===== src/rtl/sub_pkg.sv =====
`default_nettype none
// ============================================================================
//  Module      : sub_pkg
//  Description : Shared types and helpers for the bit-serial subtractor.
//                Holds the controller state encoding, the default operand
//                width and the signed-overflow rule for a - b.
//  Revision    : 1.0  initial release
// ============================================================================
package sub_pkg;

  // Default operand / result width in bits.
  localparam int DEFAULT_WIDTH = 8;

  // Controller states, fixed 2-bit encoding (11 is unused).
  typedef enum logic [1:0] {
    IDLE  = 2'b00,
    SHIFT = 2'b01,
    DONE  = 2'b10
  } state_e;

  // Signed overflow of a - b: operands of different sign and the result sign
  // differs from the minuend sign.
  function automatic logic sub_overflow(input logic a_msb,
                                        input logic b_msb,
                                        input logic d_msb);
    return (a_msb != b_msb) && (d_msb != a_msb);
  endfunction

endpackage
`default_nettype wire


===== src/rtl/full_subtractor.sv =====
`default_nettype none
// ============================================================================
//  Module      : full_subtractor
//  Description : Combinational 1-bit full subtractor, diff = a - b - bin.
//                bout is raised when the bit position needs to borrow.
//                Used as the single bit slice of the serial subtractor and
//                suitable for chaining into a ripple subtractor.
//  Revision    : 1.0  initial release
// ============================================================================
module full_subtractor
  import sub_pkg::*;
(
  input  logic a,
  input  logic b,
  input  logic bin,
  output logic diff,
  output logic bout
);

  // Difference bit is the parity of the three inputs.
  assign diff = a ^ b ^ bin;

  // Borrow when b exceeds a, or when a == b and a borrow comes in.
  assign bout = (~a & b) | (~(a ^ b) & bin);

endmodule
`default_nettype wire


===== src/rtl/serial_subtractor.sv =====
`default_nettype none
// ============================================================================
//  Module      : serial_subtractor
//  Description : Bit-serial two's-complement subtractor, diff = a - b.
//                Operands are latched on an accepted start, processed LSB
//                first through one full-subtractor cell and a borrow flop,
//                and the result with unsigned borrow and signed overflow is
//                presented alongside a one-cycle done strobe.
//  Revision    : 1.0  initial release
// ============================================================================
module serial_subtractor
  import sub_pkg::*;
#(
  parameter int WIDTH = DEFAULT_WIDTH
) (
  input  logic             clk,
  input  logic             rst,
  input  logic             start,
  input  logic [WIDTH-1:0] a,
  input  logic [WIDTH-1:0] b,
  output logic             busy,
  output logic             done,
  output logic [WIDTH-1:0] diff,
  output logic             borrow,
  output logic             overflow
);

  localparam int               CNT_W    = (WIDTH > 1) ? $clog2(WIDTH) : 1;
  localparam logic [CNT_W-1:0] LAST_CNT = CNT_W'(WIDTH - 1);
  localparam logic [CNT_W-1:0] CNT_ONE  = CNT_W'(1);

  // Controller state
  state_e           state_q, state_d;

  // Operand shift registers, partial result and bit counter
  logic [WIDTH-1:0] sra_q, sra_d;
  logic [WIDTH-1:0] srb_q, srb_d;
  logic [WIDTH-1:0] res_q, res_d;
  logic [CNT_W-1:0] cnt_q, cnt_d;
  logic             br_q, br_d;

  // Operand sign bits kept for the overflow decision
  logic             amsb_q, amsb_d;
  logic             bmsb_q, bmsb_d;

  // Result registers presented on the outputs
  logic [WIDTH-1:0] diff_q, diff_d;
  logic             borrow_q, borrow_d;
  logic             ovf_q, ovf_d;

  // Bit-slice outputs and control decodes
  logic             cell_diff;
  logic             cell_bout;
  logic             accept;
  logic             last_bit;

  assign accept   = start && ((state_q == IDLE) || (state_q == DONE));
  assign last_bit = (state_q == SHIFT) && (cnt_q == LAST_CNT);

  full_subtractor u_bit_slice (
    .a    (sra_q[0]),
    .b    (srb_q[0]),
    .bin  (br_q),
    .diff (cell_diff),
    .bout (cell_bout)
  );

  // State register; reset returns the controller to IDLE.
  always_ff @(posedge clk) begin
    if (rst) begin
      state_q <= IDLE;
    end else begin
      state_q <= state_d;
    end
  end

  // Next-state logic: start is only honoured outside SHIFT.
  always_comb begin
    state_d = state_q;
    unique case (state_q)
      IDLE:    if (start) state_d = SHIFT;
      SHIFT:   if (last_bit) state_d = DONE;
      DONE:    state_d = start ? SHIFT : IDLE;
      default: state_d = IDLE;
    endcase
  end

  // Datapath next values: load on accept, shift one bit per SHIFT cycle,
  // and publish the result registers on the final bit.
  always_comb begin
    sra_d    = sra_q;
    srb_d    = srb_q;
    res_d    = res_q;
    cnt_d    = cnt_q;
    br_d     = br_q;
    amsb_d   = amsb_q;
    bmsb_d   = bmsb_q;
    diff_d   = diff_q;
    borrow_d = borrow_q;
    ovf_d    = ovf_q;

    if (accept) begin
      sra_d  = a;
      srb_d  = b;
      br_d   = 1'b0;
      cnt_d  = '0;
      amsb_d = a[WIDTH-1];
      bmsb_d = b[WIDTH-1];
    end else if (state_q == SHIFT) begin
      sra_d = {1'b0, sra_q[WIDTH-1:1]};
      srb_d = {1'b0, srb_q[WIDTH-1:1]};
      res_d = {cell_diff, res_q[WIDTH-1:1]};
      br_d  = cell_bout;
      cnt_d = cnt_q + CNT_ONE;
      if (last_bit) begin
        // The completed result already includes this cycle's bit.
        diff_d   = res_d;
        borrow_d = cell_bout;
        ovf_d    = sub_overflow(amsb_q, bmsb_q, cell_diff);
      end
    end
  end

  // Datapath registers; reset clears everything including the outputs.
  always_ff @(posedge clk) begin
    if (rst) begin
      sra_q    <= '0;
      srb_q    <= '0;
      res_q    <= '0;
      cnt_q    <= '0;
      br_q     <= 1'b0;
      amsb_q   <= 1'b0;
      bmsb_q   <= 1'b0;
      diff_q   <= '0;
      borrow_q <= 1'b0;
      ovf_q    <= 1'b0;
    end else begin
      sra_q    <= sra_d;
      srb_q    <= srb_d;
      res_q    <= res_d;
      cnt_q    <= cnt_d;
      br_q     <= br_d;
      amsb_q   <= amsb_d;
      bmsb_q   <= bmsb_d;
      diff_q   <= diff_d;
      borrow_q <= borrow_d;
      ovf_q    <= ovf_d;
    end
  end

  assign busy     = (state_q == SHIFT);
  assign done     = (state_q == DONE);
  assign diff     = diff_q;
  assign borrow   = borrow_q;
  assign overflow = ovf_q;

endmodule
`default_nettype wire

===== config.mk =====
export PLATFORM = sky130hd
export DESIGN_NAME = serial_subtractor
export DESIGN_NICKNAME = d
export VERILOG_FILES = /design/src/rtl/sub_pkg.sv /design/src/rtl/full_subtractor.sv /design/src/rtl/serial_subtractor.sv
export SDC_FILE = /design/constraint.sdc
export NUM_CORES = 1
export LEC_CHECK = 0
export ABC_AREA = 1
export ABC_CLOCK_PERIOD_IN_PS = 1400
export BUFFER_PORTS_ARGS = -buffer_cell sky130_fd_sc_hd__buf_2
export CORE_MARGIN = 10
export CORE_UTILIZATION = 54
export CTS_CLUSTER_DIAMETER = 30
export CTS_CLUSTER_SIZE = 40
export DETAILED_ROUTE_END_ITERATION = 10
export GPL_TIMING_DRIVEN = 0
export PLACE_DENSITY = 0.77
export SLEW_MARGIN = 30
export SYNTH_ARGS = -nofsm -noshare
export SYNTH_HDL_FRONTEND = slang
export SYNTH_HIERARCHICAL = 1
export SYNTH_SLANG_ARGS = --single-unit

===== constraint.sdc =====
create_clock -name clk -period 1.4 [get_ports clk]
set_input_delay 0.21 -clock clk [delete_from_list [all_inputs] [get_ports clk]]
set_output_delay 0.21 -clock clk [all_outputs]
set_load 0.005 [all_outputs]

# Word-level counts from Yosys, hierarchy flattened
# Index checks and enable logic that the tools add are counted.
# Widths: inputs -> output; s select.
classes:
  eq_ne: 7
  n_mux: 8
  n_bitwise: 8
  n_addsub: 1
  n_reduce_logical: 10
op_table:
  columns: ["operator", "n"]
  rows:
  - ["$mux 8", 4]
  - ["$pmux 2 s3", 1]
  - ["$mux 2", 2]
  - ["$reduce_and 2->1", 2]
  - ["$add 3x1->3 const B", 1]
  - ["$eq 3x3->1 const B", 1]
  - ["$logic_and 1x1->1", 3]
  - ["$not 1->1", 3]
  - ["$reduce_and 3->1", 1]
  - ["$and 1x1->1", 2]
  - ["$eq 2x1->1 const B", 1]
  - ["$eq 2x2->1 const B", 1]
  - ["$logic_not 2->1", 1]
  - ["$ne 1x1->1", 2]
  - ["$ne 2x1->1 const B", 1]
  - ["$ne 2x2->1 const B", 1]
  - ["$reduce_bool 2->1", 1]
  - ["$reduce_or 2->1", 1]
  - ["$xor 1x1->1", 2]
  - ["$logic_or 1x1->1", 1]
  - ["$mux 1", 1]
  - ["$or 1x1->1", 1]
totals:
  word_cells: 45
  output_inout_bits: 12
  ff_bits: 42

# Longest topological paths before layout
# Gate-level depths: netlist (run 1).
logic_depth:
  word_depth: 5
  mapped_depth: 7

# Modules after synthesis
# Netlist (run 1), hierarchy kept.
modules_own_cells:
  columns: ["mod", "cells_each", "instances", "area_per_inst_um2"]
  rows:
  - ["serial_subtractor", 236, 1, 1715.4]
  - ["full_subtractor", 4, 1, 31.3]

# Least setup slack after synthesis (run 1)
# Ideal clock, no wire load.
synth_path:
  kind: "flip-flop to flip-flop"
  from: "register srb_q[0]"
  to: "register ovf_q, in the netlist overflow"
  path_buffers: 0
  path_stages_with_launch: 8
  setup_ns: 0.110
  arrival_time_ns: 1.153
  period_less_slack_ns: 1.263
  setup_slack_ns: 0.137
  cell_sequence: "dfxtp_1 inv_1 fa_1 inv_1 nand3_1 nand3_1 nand3_1 inv_1"
synth_via:
  elab_chain_cells: 4
synth_lines:
  columns: ["item", "line_no", "source"]
  rows:
  - ["start, declared", "serial_subtractor.sv:37", "logic [WIDTH-1:0] srb_q, srb_d;"]
  - ["start signal, assigned", "serial_subtractor.sv:139", "srb_q <= srb_d;"]
  - ["$xor 1x1->1 (2 in series)", "full_subtractor.sv:21", "assign diff = a ^ b ^ bin;"]
  - ["via cell_diff", "serial_subtractor.sv:52", "logic cell_diff;"]
  - ["$ne 1x1->1", "sub_pkg.sv:26", "return (a_msb != b_msb) && (d_msb != a_msb);"]
  - ["$logic_and 1x1->1", "sub_pkg.sv:26", null]
  - ["end signal, assigned", "serial_subtractor.sv:147", "ovf_q <= ovf_d;"]
  - ["end, declared", "serial_subtractor.sv:49", "logic ovf_q, ovf_d;"]
# The timed path passes the listed nets, and every way through them passes these cells.
# A chain may end at the register's enable or synchronous reset.

# Final worst setup path (run 1)
# Ends and elaborated chain as after synthesis.

==> metrics.txt, run 1 <==
status=complete, no violations; CP Max Fanout=3; antenna violations before repair=0; Initial DRT Pass Iterations=4; Syn Nets=between 200 and 300; final core occ=67.68%; Critical Path Start=srb_q[0]; worst slew pin tran=0.3648 ns; Fin Clk Skew=0.01716 ns; Synth Flop Type=dfxtp_1; Final WS setup=slightly above 0.006 ns; GP Congestion=approximately 0.79; Reg2Reg Capture Point=overflow; Worst EP arrival=between 1.5 and 2 ns; root buf cell=clkbuf_4; DP Wirelength=2799 um; reg2reg path depth=7; share of post-route cells with drive strength above 1=23.59%; crit path to=overflow; power share of the clock group=25.9%; Final setup viols=0; Max VDD drop=760.4 uV; layout filler cell count=297; Post-layout nets=305; Clock Tree Buf Depth=2; hold path start=a[7]; area leader, netlist=dfxtp_1; sequential share of the synthesized area=46.99%; Post-synth EDFFs=0; Ys Warns=6; Fmax=a little over 0.7 GHz; first-pass GRT wire length=6617 um; Setup crit start kind=flop; pin count of the biggest net entering global routing=13; top-count cell post-synth=dfxtp_1; DRT iter0 DRCs=111; PortBufs=29; grt total ovfl=0; vias in the first global route=1523; Reg power frac=a little under 60%; R2R Setup Slk=0.006 ns; Pwr Density=1058 nW/um^2; period utilisation layout=99.57%; Post-Syn Area=between 1500 and 2000 um^2; met3 wire length=192 um; DR DRC count=0; total CTS buffers=5; Die X=76.88 um; dpl ws=between 0.005 and 0.006 ns; htree depth=2; CTS clk-pin slew, worst paths=0.12 ns; Switching Fraction=approximately 28%; Slew HR=75.68%; Setup CP Type=flop to flop; Synth top cells by count=dfxtp_1, inv_1, nor2_1, nand2_1, o21ai_0; DRT Wirelength=4012 um; WL/cell=around 12 um; internal power=1577 uW; post-route minimum period=1.394 ns; Total GRT Usage=13.25%; R2R Path Start=srb_q[0]; Unique masters post-synth=21; CTS tree=done; Die Height=roughly 77 um; unrepaired setup endpoints after global routing=true; Site Rows=20; cell count after synthesis=240; Logic pwr share=16.4%; Synth async-reset ratio=0%; Vias/cell=4.848; min-delay worst type=input port to flop; die area=5910 um^2; Net Switching=626.1 uW; Yosys reg bits=41; Crit. End Element=flop; met1 WL=1788 um; worst skew pair latency=between 0.3 and 0.4 ns; WP data required=~1.7 ns; Max Used Layer=met4; final hold violation count=0; Ant. Diodes=0; clock sink total=41; Max Cap Violations=0; final antenna-violating net count=0; met2 routed WL=1976 um; io pins=31; Area contributors post-synth=dfxtp_1, inv_1, nor2_1; Yosys top cell area share=between 40% and 50%; Slew Viols, Final=0; Initial Utilization=56.75%; DR vias=1590; cts hold-fix bufs=0; Layout area overhead=19.27%; syn avg cell area=~7.3 um^2; Leakage=roughly 0.0011 uW; core box area=3078 um^2
-- routing by layer --
layer  vias to the layer above  track usage, %
met5                         -               0
met2                        26           23.10
li1                        831               -
met3                         7           4.312
met1                       726           14.71
met4                         0           4.461
-- sequential cells by signal, summed over array words and instances, names as in the netlist --
signal    flops
diff          8
srb_q         8
sra_q         8
amsb_q        1
cnt_q         3
res_q         7
state_q       2
overflow      1
br_q          1
bmsb_q        1
borrow        1
-- critical path: stages (launching register included) --
cell and delay (ns):
dfxtp_2 0.37, inv_2 0.04, fa_1 0.54, inv_2 0.06, nand3_2 0.05, nand3_1 0.08
nand3_1 0.10, inv_1 0.04
-- cell families (layout without fill, tap and decap cells) --
family	count (synthesis)	after routing	synth area share (%)
AO/OA/AOI/OAI	48	48	14.26
XOR/XNOR	1	1	0.5015
adder cells (fa/ha/maj)	3	3	2.579
buffers and inverters	50	94	12.18
flip-flops	41	41	46.99
AND/OR/NAND/NOR	97	97	23.50
-- layout make-up --
cell class              count  area, um^2  share of cell area (%)
repair buffers             36       210.2                   10.09
well taps                  44       55.05                   2.643
flip-flops and latches     41       828.3                   39.76
plain buffers               9       66.31                   3.183
clock inverters             2       10.01                  0.4805
inverters                  41       153.9                   7.387
multi-input cells         149       718.2                   34.47
clock buffers               6       41.29                   1.982
-- timing repair --
item,4_1_cts,5_1_grt
pin swaps,1,4
setup buffers,1,6
endpoints found under the setup margin,3,5
gates resized for setup,4,8
cloned,0,0
-- power by group through the flow --
| stage | logic, uW | registers [uW] | clock network, uW |
|---|---|---|---|
| global route | 409 | 1280 | 632 |
| detailed placement | 313 | 1300 | 0 |
| finish | 361 | 1270 | 571 |
| CTS | 325 | 1270 | 578 |
| global placement | 307 | 1300 | 0 |
| floorplan | 231 | 1290 | 0 |
-- metrics by stage --
step / hold WS, ns / TNS [ns] / instances / total power (uW) / cell area [um^2]
final: 0.1307 / 0 / 328 / 2203 / 2083
after global routing: 0.1367 / -0.1538 / 328 / 2322 / 2083
after CTS: 0.1184 / 0 / 322 / 2171 / 2014
after detailed placement: 0.4555 / 0 / 313 / 1611 / 1947
after global placement: 0.4551 / 0 / 313 / 1604 / 1947
after floorplan: 0.3669 / 0 / 240 / 1520 / 1747
-- cells in the final DEF (no fill, tap or decap), drive strengths merged, types with 3 or more instances in the layout --
cell     n
nand2   40
clkbuf   7
a211oi   3
nor2    40
dfxtp   41
nand3   17
buf     44
o21ai   25
a21oi   19
inv     41
-- how the worst min path moves through the flow --
stage / to / slack [ns] / cells after the start
floorplan: amsb_q / 0.37 / 2
global placement: br_q / 0.46 / 2
detailed placement: br_q / 0.46 / 2
CTS: amsb_q / 0.12 / 3
global route: srb_q[7] / 0.14 / 3
finish: sra_q[7] / 0.13 / 3
Note: power is estimated with default switching activity, not from simulation.
==> run 2, diff against run 1 <==
Settings changed: ABC_AREA 1 to 0, CELL_PAD_IN_SITES_DETAIL_PLACEMENT from default to 0, CELL_PAD_IN_SITES_GLOBAL_PLACEMENT from default to 2, CORE_UTILIZATION 54 to 32, PLACE_DENSITY 0.77 to default, PLACE_DENSITY_LB_ADDON from default to 0.1.
==> run 2 against run 1 <==
Final cell count fell by 8.2%. Largest cell class unchanged. Via count fell by 7.2%. Clock skew fell by 0.013 ns.
==> metrics.txt, run 2 <==
unrepaired setup endpoints after global routing=true; Reg power frac=52.7%; Setup CP Type=flop to flop; grt total ovfl=0; Die X=93.11 um; Slew HR=54.08%; cell count after synthesis=~190; Switching Fraction=26.02%; antenna violations before repair=0; Ys Warns=6; Layout area overhead=23.99%; clock sink total=41; DR vias=1476; mux cell area share after synthesis=2.341%; Clock Tree Buf Depth=2; Vias/cell=4.904; Yosys top cell area share=47.99%; WL/cell=roughly 16 um; htree depth=2; worst slew pin tran=0.6888 ns; min-delay worst type=input port to flop; Net Switching=622.0 uW; Site Rows=26; R2R Path Start=sra_q[0]; CP Max Fanout=3; pin count of the biggest net entering global routing=15; layout filler cell count=559; top-count cell post-synth=dfxtp_1; simple-gate portion of the synthesized area=around 22%; DR DRC count=0; PortBufs=29; dpl ws=-0.07483 ns; Crit. End Element=flop; hold slack=0.1798 ns; Ant. Diodes=0; Final WS setup=0.02565 ns; CTS tree=done; worst skew pair latency=0.29 ns; Synth Flop Type=dfxtp_1; post-synthesis adder-cell area fraction=about 2.6%; DRT Wirelength=4704 um; CTS clk-pin slew, worst paths=about 0.08 ns; root buf cell=clkbuf_8; Min-Delay Path Depth=3; io pins=31; final antenna-violating net count=0; reg2reg path depth=4; Synth top cells by count=dfxtp_1, nand2_1, a21oi_1; Unique masters post-synth=28; sequential share of the synthesized area=47.99%; Yosys reg bits=41; Total GRT Usage=11.08%; Fmax=0.7276 GHz; Final setup viols=0; Logic pwr share=between 10% and 20%; share of post-route cells with drive strength above 1=between 30% and 40%; area leader, netlist=dfxtp_1; Reg2Reg Capture Point=overflow; DP Wirelength=3248 um; largest family of logic cells by synthesized area=simple AND/OR/NAND/NOR gates; power share of the clock group=roughly 33%; Worst EP arrival=1.53 ns; Area contributors post-synth=dfxtp_1, nand2_1, a21oi_1; Initial Utilization=33.28%; core box area=5140 um^2; Synth async-reset ratio=0%; vias in the first global route=1479; Setup crit start kind=flop; post-route minimum period=1.374 ns; Initial DRT Pass Iterations=4; Synth Area in XOR/XNOR=0.5121%; Post-synth EDFFs=0; period utilisation layout=98.17%; Pwr Density=1127 nW/um^2; status=complete, no violations; Max Cap Violations=0; syn avg cell area=8.862 um^2; GP Congestion=0.7527; most common cell after layout, fill and taps aside=nand2_1; internal power=1768 uW; Post-layout nets=roughly 250; final hold violation count=0; Hold Crit Endpoint=sra_q[7]; Fin Clk Skew=0.004496 ns; R2R Setup Slk=0.03 ns; Max VDD drop=588.5 uV; Syn Nets=215; Slew Viols, Final=0; total CTS buffers=5; first-pass GRT wire length=7631 um; die area=8669 um^2; Leakage=a little over 0.0008 uW; DRT iter0 DRCs=74; compound-cell area share of the yosys netlist=roughly 16%; hold path start=a[7]; commonest non-fill, non-tap cells in the layout=nand2_1, dfxtp_1, buf_2; Post-Syn Area=1710 um^2; setup_tns=0 ns; Die Height=slightly above 90 um; WP data required=about 1.6 ns
-- run 2: cell count changes after synthesis, moves of 4 or more --
cell,before,now
inv_1,39,3
o21ai_0,23,0
nand3_1,17,12
nor3_1,0,12
a311oi_2,0,6
nor2_1,38,12
a21oi_1,19,23
mux2i_1,0,4
-- run 2: power by group through the flow --
stage / Sequential, uW / Combinational [uW] / Clock [uW]
2_1_floorplan: 1270 / 228 / 0
3_3_place_gp: 1280 / 315 / 0
3_5_place_dp: 1280 / 319 / 0
4_1_cts: 1250 / 335 / 809
5_1_grt: 1260 / 386 / 855
6_report: 1260 / 347 / 785
-- run 2: per-stage QoR --
| stage | power, uW | area, um^2 | instances | util, % |
|---|---|---|---|---|
| 2_1_floorplan | 1498 | 1710 | 193 | - |
| 3_3_place_gp | 1592 | 1943 | 292 | 37.80 |
| 3_5_place_dp | 1598 | 1943 | 292 | 37.80 |
| 4_1_cts | 2397 | 2057 | 300 | 40.02 |
| 5_1_grt | 2505 | 2121 | 301 | 41.26 |
| 6_report | 2390 | 2121 | 301 | 41.26 |
-- run 2: cell families (layout without fill, tap and decap cells) --
group	after synthesis	count (layout)
XOR/XNOR	1	1
adder cells (fa/ha/maj)	3	3
flip-flops	41	41
AND/OR/NAND/NOR	84	84
AO/OA/AOI/OAI	39	39
buffers and inverters	21	59
multiplexers	4	4
-- run 2: per-layer routing --
| metal | GRT usage (%) | vias to the layer above | wire length (um) |
|---|---|---|---|
| met5 | 0 | - | 0 |
| met3 | 3.437 | 7 | 189 |
| met1 | 14.59 | 705 | 2408 |
| met4 | 3.856 | 0 | 57 |
| met2 | 16.65 | 31 | 2048 |
| li1 | - | 733 | - |
-- run 2: worst max path at each step --
stage / to / start / slack [ns] / cells after the start
floorplan: overflow / srb_q[0] / 0.1 / 5
global placement: diff[7] / cnt_q[0] / -0.04 / 6
detailed placement: overflow / srb_q[0] / -0.07 / 5
CTS: diff[7] / cnt_q[0] / 0.003 / 6
global route: overflow / br_q / -0.03 / 5
finish: overflow / sra_q[0] / 0.03 / 4
-- run 2: worst max-delay path, cell delays in order, from the launching register on --
cell,delay (ns)
dfxtp_2,0.34
fa_2,0.61
nor2_1,0.06
a21oi_1,0.15
a211oi_2,0.09
-- run 2: repair_timing --
item | CTS | global route
endpoints found under the setup margin | 3 | 12
pin swaps | 3 | 1
buffers inserted | 2 | 0
gates cloned | 0 | 1
gates resized for setup | 7 | 18
hold buffers | 0 | 0
-- run 2: layout make-up --
| cell class | instances | area, um^2 | share of cell area [%] |
|---|---|---|---|
| sequential | 41 | 828.3 | 39.06 |
| multi-input combinational | 131 | 787.0 | 37.11 |
| timing repair buffer | 32 | 172.7 | 8.142 |
| buffer | 16 | 136.4 | 6.431 |
| tap | 70 | 87.58 | 4.130 |
| clock buffer | 7 | 86.33 | 4.071 |
| inverter | 4 | 22.52 | 1.062 |
==> run 3, diff against run 2 <==
Settings changed: CORE_ASPECT_RATIO from default to 0.5.
==> run 3 against run 2 <==
Global-route usage decreased by 0.41 points. Power decreased by 1.6%. Clock power fell by 3.9%. First-iteration DRC count is 2.7% higher. Core utilization grew 0.058 points. Non-clock buffer count is 1 higher. Wire length rose by 0.26%. Sequential share of layout area rose by 0.62 points. Register-to-register slack improved by 0.03 ns. Final area fell by 1.7%. Critical path type unchanged. Critical endpoint unchanged. Largest cell class unchanged. Largest power group unchanged.
==> metrics.txt, run 3 (synthesized netlist as in run 2, its figures left out) <==
Post-layout nets=254; root buf cell=clkbuf_8; Logic pwr share=14.6%; io pins=31; hold slack=0.1742 ns; worst skew pair latency=0.29 ns; Fin Clk Skew=between 0.01 and 0.015 ns; DP Wirelength=3100 um; status=complete, no violations; core box area=5045 um^2; placed cell area=1943 um^2; Reg power frac=53.3%; Crit. End Element=flop; Die Height=between 70 and 80 um; PortBufs=29; vias in the first global route=1451; clock sink total=41; CTS tree=done; Setup crit start kind=flop; internal power=about 1700 uW; Total GRT Usage=10.67%; fin area=2085 um^2; Vias/cell=slightly below 5; WP data required=1.61 ns; Initial Utilization=33.90%; DR vias=about 1500; Clock Tree Buf Depth=2; GP Congestion=0.7557; cts hold-fix bufs=0; Final setup viols=0; most common cell after layout, fill and taps aside=nand2_1; Net Switching=roughly 640 uW; R2R Path Start=sra_q[0]; Switching Fraction=27.04%; total CTS buffers=5; Layout area overhead=21.87%; final antenna-violating net count=0; commonest non-fill, non-tap cells in the layout=nand2_1, dfxtp_1, buf_2; Site Rows=18; period utilisation layout=96.15%; hold path start=a[7]; final hold violation count=0; min-delay worst type=input port to flop; unrepaired setup endpoints after global routing=true; DRT iter0 DRCs=76; DR DRC count=0; power share of the clock group=between 30% and 40%; WL/cell=15.56 um; grt total ovfl=0; Ant. Diodes=0; Worst EP arrival=1.55 ns; Slew Viols, Final=0; htree depth=2; Fmax=0.7429 GHz; Setup CP Type=flop to flop; worst slew pin tran=approximately 0.7 ns; CTS clk-pin slew, worst paths=0.08 ns; Critical Path Start=sra_q[0]; Slew HR=53.80%; Max Cap Violations=0; Max VDD drop=395.8 uV; antenna violations before repair=0; first-pass GRT wire length=7431 um; post-route minimum period=around 1.3 ns; share of post-route cells with drive strength above 1=30.04%; CP Max Fanout=3; Die X=123.4 um; DRT Wirelength=4716 um; pin count of the biggest net entering global routing=15; Leakage=between 0.0008 and 0.0009 uW; Initial DRT Pass Iterations=4; Pwr Density=1128 nW/um^2; die area=8846 um^2
## run 3: critical path, stage by stage (launching register included)
cell and delay, ns:
dfxtp_1 0.34, fa_1 0.52, nor2_1 0.11, a21oi_1 0.07, a211oi_1 0.23
## run 3: power groups by stage
stage                     Sequential (uW)  Combinational, uW  Clock, uW
after global routing                 1260                382        833
after global placement               1280                319          0
after floorplan                      1270                228          0
after CTS                            1250                330        778
after detailed placement             1280                319          0
final                                1250                343        754
## run 3: timing repair
item	CTS	global route
gates cloned	0	1
pin swaps	2	4
resized for setup	1	16
setup buffers	2	1
endpoints found under the setup margin	3	25
## run 3: per-layer routing
metal	wire, um	up-vias	share of wire (%)	global-route usage, %
met4	12	0	0.25	1.926
met1	2227	670	47	13.85
met2	2105	44	45	16.69
met5	0	-	0	0
li1	-	739	-	-
met3	370	2	7.8	3.909
## run 3: worst paths after layout
check / to / slack (ns) / cells after the start
worst max-delay path: overflow / 0.05 / 4
worst min-delay path: amsb_q / 0.17 / 3
worst max register to register: overflow / 0.05 / 4
worst min register to register: diff[2] / 0.45 / 2
## run 3: metrics by stage
stage,setup TNS (ns),total power (uW),instances,setup WS [ns],util (%)
floorplan,0,1498,193,0.09822,-
global route,-0.07753,2477,303,-0.07753,41.32
detailed placement,-0.07219,1598,292,-0.07219,38.52
CTS,0,2359,301,0.0008455,40.35
global placement,-0.04465,1596,292,-0.04465,38.52
finish,0,2351,303,0.05392,41.32
## run 3: final cells by class
| cell class | count | area, um^2 |
|---|---|---|
| fillers | 542 | 2960 |
| flip-flops and latches | 41 | 827.0 |
| multi-input cells | 131 | 752.0 |
| repair buffers | 33 | 176.4 |
| plain buffers | 16 | 131.4 |
| well taps | 70 | 87.58 |
| clock buffers | 6 | 72.57 |
| inverters | 4 | 27.53 |
| clock inverters | 2 | 10.01 |
